===== src/rtl/uart_pkg.sv =====
// Shared UART definitions: FSM encoding, default baud/frame settings and
// receiver sampling constants, so both link ends stay in step.
package uart_pkg;

    localparam int unsigned DEF_CLKS_PER_BIT = 434;  // 50 MHz / 115200
    localparam int unsigned DEF_DATA_BITS    = 8;
    localparam int unsigned DEF_STOP_BITS    = 1;

    // Receiver: two-flop synchroniser on rxd, then sample each bit mid-period.
    localparam int unsigned RX_SYNC_STAGES   = 2;
    localparam int unsigned RX_MID_SAMPLE    = DEF_CLKS_PER_BIT / 2;

    typedef enum logic [1:0] {
        IDLE  = 2'd0,
        START = 2'd1,
        DATA  = 2'd2,
        STOP  = 2'd3
    } uart_state_e;

endpackage


===== src/rtl/uart_baud_tick.sv =====
// Bit-period counter: counts 0..CLKS_PER_BIT-1 and flags the last clock of
// each period. Held at zero while clear is high.
module uart_baud_tick
    import uart_pkg::*;
#(
    parameter int unsigned CLKS_PER_BIT = DEF_CLKS_PER_BIT
) (
    input  logic clk,
    input  logic rst,
    input  logic clear,
    output logic tick,
    output logic tick_next_c
);

    localparam int unsigned CNT_W = (CLKS_PER_BIT > 1) ? $clog2(CLKS_PER_BIT) : 1;
    localparam logic [CNT_W-1:0] LAST = CNT_W'(CLKS_PER_BIT - 1);

    logic [CNT_W-1:0] cnt_q;
    logic [CNT_W-1:0] cnt_d;
    logic             tick_q;

    // Next count: restart on clear, wrap at the end of the bit period.
    always_comb begin
        cnt_d = cnt_q + CNT_W'(1);
        if (clear || (cnt_q == LAST)) begin
            cnt_d = '0;
        end
    end

    // Early view of tick so the owner can register flags for the final clock.
    assign tick_next_c = (cnt_d == LAST);

    // Counter and registered tick, valid while the count sits at LAST.
    always_ff @(posedge clk) begin
        if (rst) begin
            cnt_q  <= '0;
            tick_q <= 1'b0;
        end else begin
            cnt_q  <= cnt_d;
            tick_q <= (cnt_d == LAST);
        end
    end

    assign tick = tick_q;

endmodule


===== src/rtl/uart_tx.sv =====
// 8N1-style UART transmitter: valid/ready byte intake, start bit, data
// LSB-first, stop bit(s). txd is driven straight from a flop.
module uart_tx
    import uart_pkg::*;
#(
    parameter int unsigned CLKS_PER_BIT = DEF_CLKS_PER_BIT,
    parameter int unsigned DATA_BITS    = DEF_DATA_BITS,
    parameter int unsigned STOP_BITS    = DEF_STOP_BITS
) (
    input  logic                 clk,
    input  logic                 rst,
    input  logic [DATA_BITS-1:0] tx_data,
    input  logic                 tx_valid,
    output logic                 tx_ready,
    output logic                 tx_done,
    output logic                 txd
);

    localparam int unsigned BIT_W = $clog2(DATA_BITS + 1);
    localparam logic [BIT_W-1:0] LAST_DATA = BIT_W'(DATA_BITS - 1);
    localparam logic [BIT_W-1:0] LAST_STOP = BIT_W'(STOP_BITS - 1);

    generate
        if ((CLKS_PER_BIT < 2) || (DATA_BITS < 5) || (DATA_BITS > 8) ||
            ((STOP_BITS != 1) && (STOP_BITS != 2))) begin : g_bad_params
            $error("uart_tx: illegal CLKS_PER_BIT/DATA_BITS/STOP_BITS");
        end
    endgenerate

    uart_state_e          state_q;
    logic [DATA_BITS-1:0] shift_q;
    logic [BIT_W-1:0]     bit_idx_q;
    logic                 txd_q;
    logic                 ready_q;
    logic                 done_q;

    logic baud_clear;
    logic bit_tick;
    logic bit_tick_next_c;
    logic accept;
    logic last_stop;

    assign accept     = tx_valid && ready_q;
    assign baud_clear = (state_q == IDLE);
    assign last_stop  = (state_q == STOP) && (bit_idx_q == LAST_STOP);

    uart_baud_tick #(
        .CLKS_PER_BIT (CLKS_PER_BIT)
    ) u_baud (
        .clk         (clk),
        .rst         (rst),
        .clear       (baud_clear),
        .tick        (bit_tick),
        .tick_next_c (bit_tick_next_c)
    );

    // Frame sequencer: shift register, bit index and registered line/handshake.
    always_ff @(posedge clk) begin
        if (rst) begin
            state_q   <= IDLE;
            shift_q   <= '0;
            bit_idx_q <= '0;
            txd_q     <= 1'b1;
            ready_q   <= 1'b1;
            done_q    <= 1'b0;
        end else begin
            done_q <= 1'b0;
            case (state_q)
                IDLE: begin
                    if (accept) begin
                        shift_q   <= tx_data;
                        bit_idx_q <= '0;
                        txd_q     <= 1'b0;
                        ready_q   <= 1'b0;
                        state_q   <= START;
                    end
                end
                START: begin
                    if (bit_tick) begin
                        txd_q     <= shift_q[0];
                        shift_q   <= shift_q >> 1;
                        bit_idx_q <= '0;
                        state_q   <= DATA;
                    end
                end
                DATA: begin
                    if (bit_tick) begin
                        if (bit_idx_q == LAST_DATA) begin
                            txd_q     <= 1'b1;
                            bit_idx_q <= '0;
                            state_q   <= STOP;
                        end else begin
                            txd_q     <= shift_q[0];
                            shift_q   <= shift_q >> 1;
                            bit_idx_q <= bit_idx_q + BIT_W'(1);
                        end
                    end
                end
                STOP: begin
                    // Raise done/ready for exactly the final clock of the frame.
                    if (last_stop && bit_tick_next_c) begin
                        done_q  <= 1'b1;
                        ready_q <= 1'b1;
                    end
                    if (bit_tick) begin
                        if (last_stop) begin
                            if (accept) begin
                                shift_q   <= tx_data;
                                bit_idx_q <= '0;
                                txd_q     <= 1'b0;
                                ready_q   <= 1'b0;
                                state_q   <= START;
                            end else begin
                                state_q <= IDLE;
                            end
                        end else begin
                            bit_idx_q <= bit_idx_q + BIT_W'(1);
                        end
                    end
                end
                default: begin
                    state_q <= IDLE;
                    txd_q   <= 1'b1;
                    ready_q <= 1'b1;
                end
            endcase
        end
    end

    assign txd      = txd_q;
    assign tx_ready = ready_q;
    assign tx_done  = done_q;

endmodule


===== config.mk =====
export PLATFORM = sky130hd
export DESIGN_NAME = uart_tx
export DESIGN_NICKNAME = d
export VERILOG_FILES = /design/src/rtl/uart_pkg.sv /design/src/rtl/uart_baud_tick.sv /design/src/rtl/uart_tx.sv
export SDC_FILE = /design/constraint.sdc
export NUM_CORES = 1
export LEC_CHECK = 0
export ABC_AREA = 1
export CAP_MARGIN = 10
export CORE_MARGIN = 5
export CORE_UTILIZATION = 42
export CTS_BUF_LIST = sky130_fd_sc_hd__clkbuf_8
export DETAILED_ROUTE_END_ITERATION = 6
export HOLD_SLACK_MARGIN = 0.15
export SLEW_MARGIN = 10
export SYNTH_ARGS = -nofsm -noshare
export SYNTH_HDL_FRONTEND = slang
export SYNTH_SLANG_ARGS = --single-unit

===== constraint.sdc =====
create_clock -name clk -period 2.7 [get_ports clk]
set_clock_uncertainty 0.2 [all_clocks]
set_input_delay 0.54 -clock clk [delete_from_list [all_inputs] [get_ports clk]]
set_output_delay 0.54 -clock clk [all_outputs]
set_load 0.01 [all_outputs]

==> results.md, run 1 <==
- Routability cong.: 0.8586
- Fin crit share: between 80% and 90%
- Row count: 21
- Lkg Pwr: ~0.72 nW
- Hold_buf cts: 0
- Die ar.: just under 5000 um2
- Setup TNS: 0 ps
- Max Cap Viol: 0
- CP dominant cell by count: inv_1
- Synthesized flop and latch total: 27
- Largest area contributor in the netlist: dfxtp_1
- Initial antenna violation count: 0
- Pin count of the biggest net entering global routing: 17
- Synth area leaders: dfxtp_1 (36%), nand2_1 (14%), nor2_1 (10%), ha_1 (6.7%), inv_1 (6.2%)
- Cells after synthesis: 221
- Initial Utilization: 44.33%
- Min Tclk post-route: 2202 ps
- FF+latch area: 540.5 um2
- Power per cell area: 763.6 nW/um2
- DR vias/cell: ~4.8
- Smallest hold slack: 281.4 ps
- Top-count cell post-synth: nand2_1
- HPWL after DPL: about 2400 um
- # diodes: 0
- Max stage delay on crit path: 500 ps
- Post-Syn Area: 1503 um2
- Crit path buf inv count: 2
- Synth top area share: a little over a third
- CP endpoint kind: register
- CP delay by family, top: simple AND/OR/NAND/NOR gates
- Worst-Margin Slew: 574.0 ps
- Arr. time, crit path: about 2200 ps
- Worst skew pair latency: 270 ps
- Main synth FF type: dfxtp_1
- Worst-path fanout max: 16
- Post-Synthesis Net Count: 240
- Hold violation count in the final report: 0
- Fmax: 454.0 MHz
- Outcome: completed
- Critical Path, Cell by Cell: inv_1, ha_1, inv_1, nand2_1, nor2_1, nor2_2, nor3_4, o21ai_0, a31oi_1
- Routed wire per std cell: about 11 um
- DRC viols: 0
- TritonRoute pass-1 iters: 4
- Kind of critical path: register to register
- Final WL: 3113 um
- Die X: 69.82 um
- FFs w/ async S/R, synth: 0%
- Bufs on Longest Clock Path: 2
- Seq/Total Area, Yosys: 35.97%
- Area Overhead vs Synth: 14.90%
- TritonCTS clock tree: done
- Chip height: 69.82 um
- Post-CTS Setup Inserts: 0
- Port bufs: 13
- Number of global-route vias before repair: 1205
- RSZ-0062 raised after global routing: false
- Total CTS buffers: 3
- Final slew viol count: 0
- # setup viols final: 0
- Routed vias: 1348
- Layout fillers: 359
- Final layout net count: around 260
- Post-cts sizing count: 0
- Gr usage total: 13.51%
- Synthesized area per cell: approximately 6.8 um2
- Worst EP required: between 2000 and 3000 ps
- Slew headroom: 61.61%
- IO Pins: 14
- Critical-path top delay cell: nor3_4
- CP startpoint kind: register
- H-tree Lvls: 1
- Ys Warns: 0
- Area taken by multi-input logic gates: approximately 830 um2
- Clock root buffer master: clkbuf_8
- Maximum VDD drop: 0.0003684 V
- Share of cells above drive strength 1: around 7.6%
- Post-synth top cells: nand2_1 (55), nor2_1 (40), dfxtp_1 (27)
- CORE AREA: 3390 um2
- Tightest Hold Check Type: register to register
- Drt initial violations: 77
- EDFF count, synth: 0
- Clk pin slew, worst setup/hold paths: 90 ps
- Clock sinks: 27
- Netlist cell types: 33
- First-pass GRT wire length: 5513 um
- Total grt overflow: 0
- Post-route ant nets: 0
==> per-stage QoR <==
stage          setup slack (ps)  total power [W]  std cells  util, %  area [um2]
2_1_floorplan             887.9        0.0009579        221        -        1503
3_3_place_gp              415.6         0.001098        278    49.61        1682
3_5_place_dp              379.2         0.001098        278    49.61        1682
4_1_cts                   475.1         0.001332        282    50.94        1727
5_1_grt                   171.3         0.001439        282    50.94        1727
6_report                  497.6         0.001318        282    50.94        1727
==> worst register-to-register path: stages, from the launching register on <==
cell,delay [ps]
dfxtp_1,410
inv_1,80
ha_1,270
inv_1,90
nand2_1,70
nor2_1,130
nor2_2,80
nor3_4,500
o21ai_0,150
a31oi_1,150
==> registers in the layout (all words and copies together) (netlist names) <==
signal / flops
u_baud.cnt_q: 9
shift_q: 8
bit_idx_q: 4
state_q: 2
tx_done: 1
tx_ready: 1
txd: 1
u_baud.tick: 1
==> power breakdown <==
part / internal [W] / total (W) / switching [W]
registers: 0.000472 / 0.000523 / 0.0000510
logic: 0.000204 / 0.000562 / 0.000358
clock network: 0.000102 / 0.000234 / 0.000132
==> routing by layer <==
layer | global-route usage (%) | share of wire (%) | vias up
li1 | - | - | 741
met2 | 19.20 | 41 | 21
met1 | 19.74 | 54 | 582
met5 | 0 | 0 | -
met4 | 6.383 | 1.8 | 0
met3 | 1.884 | 3.6 | 4
==> final cells by class <==
cell class                      instances  share of cell area [%]
Timing Repair Buffer                   15                   8.406
Clock inverter                          1                  0.2174
Inverter                               28                   6.087
Tap cell                               46                   3.333
Clock buffer                            3                   2.391
Sequential cell                        27                   31.30
Multi-Input combinational cell        162                   48.26
==> worst paths after layout <==
| kind | startpoint | end | slack [ps] | cells past startpoint |
|---|---|---|---|---|
| worst min register to register | shift_q[3]$_SDFFE_PP0P_ | shift_q[2]$_SDFFE_PP0P_ | 280 | 2 |
| worst min-delay path | shift_q[3]$_SDFFE_PP0P_ | shift_q[2]$_SDFFE_PP0P_ | 280 | 2 |
| worst max-delay path | state_q[0]$_SDFFE_PP0P_ | shift_q[5]$_SDFFE_PP0P_ | 500 | 9 |
| worst max register to register | state_q[0]$_SDFFE_PP0P_ | shift_q[5]$_SDFFE_PP0P_ | 500 | 9 |
==> cells in the final DEF (no fill, tap or decap), types with 2 or more instances in the layout <==
cell type        count
nand2_1             55
clkdlybuf4s50_1     13
nor2_2               2
inv_2                2
clkbuf_8             3
inv_1               26
buf_4                2
xnor2_1              2
o21ai_1              2
o21ai_0             14
nand4_1              2
ha_1                 8
a31oi_1              6
nor2_1              40
nand2_2              2
a21oi_1              6
nand3_1             10
dfxtp_1             27
==> cells by family after synthesis <==
logic type / synth area share, %
and+or+nand+nor: 32.47
buffers and inverters: 8.575
AOI/OAI and AO/OA: 15.16
adders and majority gates: 6.661
xor gates and xnor gates: 1.166
DFF: 35.97
(Power assumes the default switching activity.)
==> inputs of run 2 (changes only) <==
Clock period 2.7 ns to 2 ns, I/O delays scaled along.
==> run 2 against run 1 <==
Global-route usage is 0.18 points higher. First-iteration DRC count up 68%. Largest power group unchanged. Power is 53% higher. Worst setup slack got worse by 370 ps. Critical endpoint is now shift_q[1]$_SDFFE_PP0P_. Largest cell class unchanged. Final area up 7.1%. Highest routed layer unchanged.
==> results.md, run 2 (synthesized netlist as in run 1, its figures left out) <==
- Die ar.: 4874 um2 (unchanged)
- DRC viols: 0 (unchanged)
- Bufs on Longest Clock Path: 2 (unchanged)
- CORE AREA: 3390 um2 (unchanged)
- Routed wire per std cell: 11.22 um (+1.7%)
- Number of flip-flops under the largest register name: 9 (unchanged)
- Min-Delay Path Depth: 2 (unchanged)
- Chip height: 69.82 um (unchanged)
- Total grt overflow: 0 (unchanged)
- TritonRoute pass-1 iters: 4 (unchanged)
- TritonCTS clock tree: done
- Lkg Pwr: 0.7576 nW (+5.2%)
- Share of cells above drive strength 1: 16.46% (+8.8 points)
- Worst-Margin Slew: 378.9 ps (-195.2 ps)
- Fin crit share: 93.73% (+12 points)
- Biggest regs: u_baud.cnt_q (9), shift_q (8), bit_idx_q (4)
- Most common cell after layout, fill and taps aside: nand2_1
- # diodes: 0 (unchanged)
- Biggest register: u_baud.cnt_q
- Row count: 21 (unchanged)
- Die X: 69.82 um (unchanged)
- Crit path buf inv count: 2 (unchanged)
- CP startpoint kind: register
- Pre-CTS setup slack: 15.75 ps (-363.4 ps)
- Setup TNS: 0 ps (unchanged)
- Port bufs: 13 (unchanged)
- FF-to-FF End: shift_q[1]$_SDFFE_PP0P_
- Area Overhead vs Synth: 23.06%
- Hold violation count in the final report: 0 (unchanged)
- Outcome: completed
- Worst r2r src: state_q[0]$_SDFFE_PP0P_
- Routability cong.: 0.8670 (+0.98%)
- Final slew viol count: 0 (unchanged)
- IO Pins: 14 (unchanged)
- Post-route ant nets: 0 (unchanged)
- Tightest Hold Check Type: register to register
- # setup viols final: 0 (unchanged)
- R2r setup slk: 130 ps (-370 ps)
- CP delay by family, top: simple AND/OR/NAND/NOR gates
- Clk pin slew, worst setup/hold paths: 100 ps (about the same)
- Kind of critical path: register to register
- Clock root buffer master: clkbuf_8
- Final layout net count: 263 (+2.7%)
- Drt initial violations: 129 (+68%)
- Worst Hold End: shift_q[2]$_SDFFE_PP0P_
- Worst-path fanout max: 8 (-8)
- Hold Startpoint: shift_q[3]$_SDFFE_PP0P_
- Number of global-route vias before repair: 1193 (-1.0%)
- Final worst-path setup slack: 125.5 ps (-372.1 ps)
- Arr. time, crit path: 1890 ps (-320 ps)
- H-tree Lvls: 1 (unchanged)
- RSZ-0062 raised after global routing: false
- Critical-path top delay cell: dfxtp_4
- Placed Cells: 283 (+1.8%)
- Routed vias: 1413 (+4.8%)
- Fmax: 533.5 MHz (+17%)
- Final Util: 54.56% (+3.6 points)
- Worst skew pair latency: 280 ps (about the same)
- Clock sinks: 27 (unchanged)
- Power per cell area: 1094 nW/um2 (+43%)
- Most frequent cells in the layout: nand2_1 (54), nor2_1 (37), dfxtp_1 (24)
- Max Cap Viol: 0 (unchanged)
- Total CTS buffers: 3 (unchanged)
- CP endpoint kind: register
- DR vias/cell: 4.889 (+2.3%)
- Min Tclk post-route: 1875 ps (-327.9 ps)
- HPWL after DPL: 2477 um (+4.1%)
- Final WL: 3243 um (+4.2%)
- Critical Path, Cell by Cell: ha_2, inv_2, nand2_2, nor2_4, nor2_4, nor3_4, buf_12, o21ai_0, a31oi_1
- Max stage delay on crit path: 380 ps (-120 ps)
- Maximum VDD drop: 0.0005553 V (+51%)
- Worst EP required: 2020 ps (-690 ps)
- First-pass GRT wire length: 5533 um (+0.36%)
- Initial antenna violation count: 0 (unchanged)
- Gr usage total: 13.69% (+0.18 points)
- Pin count of the biggest net entering global routing: 17 (unchanged)
- Worst R2R Path Depth: 9 (unchanged)
- Slew headroom: 74.57% (+13 points)
- CP dominant cell by count: nor2_4
- Hold_buf cts: 0 (unchanged)
- Count of non-filler cells in the finished layout: 289 (+2.5%)
- Initial Utilization: 44.33% (unchanged)
## run 2: repair_timing
action                                  in CTS  in global routing
resized for setup                            0                 19
endpoints found under the setup margin       0                 13
setup buffers                                0                  1
## run 2: per-stage QoR
| stage | power [W] | hold slack, ps | cell area, um2 |
|---|---|---|---|
| floorplan | 0.001293 | 255.8 | 1503 |
| global placement | 0.001569 | 256.9 | 1732 |
| detailed placement | 0.001568 | 263.5 | 1732 |
| CTS | 0.001900 | 282.9 | 1780 |
| global route | 0.002198 | 314.2 | 1849 |
| finish | 0.002023 | 279.0 | 1849 |
## run 2: area by class of cell
cell class,count,area [um2]
Tap cell,46,57.56
Fill cell,343,1540
Inverter,28,105.1
Multi-Input combinational cell,162,863.3
Timing Repair Buffer,22,227.7
Clock inverter,1,7.507
Sequential cell,27,546.8
Clock buffer,3,41.29
## run 2: worst max path at each step
stage          depth (start not counted)  slack, ps               startpoint                 endpoint
5_1_grt                               10         20  state_q[0]$_SDFFE_PP0P_  shift_q[3]$_SDFFE_PP0P_
3_3_place_gp                           8         40                 tx_valid  shift_q[3]$_SDFFE_PP0P_
6_report                               9        130  state_q[0]$_SDFFE_PP0P_  shift_q[1]$_SDFFE_PP0P_
4_1_cts                               10         80  state_q[0]$_SDFFE_PP0P_  shift_q[3]$_SDFFE_PP0P_
2_1_floorplan                         10        190  state_q[0]$_SDFFE_PP0P_  shift_q[6]$_SDFFE_PP0P_
3_5_place_dp                           8         20                 tx_valid  shift_q[1]$_SDFFE_PP0P_
## run 2: report_power, final
| group | total, W | leakage [nW] | switching, W | internal [W] |
|---|---|---|---|---|
| clock | 0.000334 | 0.0217 | 0.000192 | 0.000142 |
| sequential | 0.000713 | 0.222 | 0.0000708 | 0.000642 |
| combinational | 0.000975 | 0.514 | 0.000541 | 0.000434 |
## run 2: metal layers
metal | GRT usage, % | vias to the layer above | wire length [um]
met3 | 3.478 | 4 | 145
met2 | 20.04 | 29 | 1428
met4 | 4.468 | 0 | 34
met5 | 0 | - | 0
met1 | 19.41 | 621 | 1635
li1 | - | 759 | -
## run 2: worst reg2reg max path: stages, from the launching register on
cell and delay [ps]:
dfxtp_4 380, ha_2 220, inv_2 90, nand2_2 80, nor2_4 120, nor2_4 60
nor3_4 300, buf_12 160, o21ai_0 70, a31oi_1 140
==> inputs of run 3 (changes only) <==
Settings changed: SLEW_MARGIN 10 to 20.
==> results of run 3 <==
No change in the layout: final DEF, timing and power equal those of run 2.
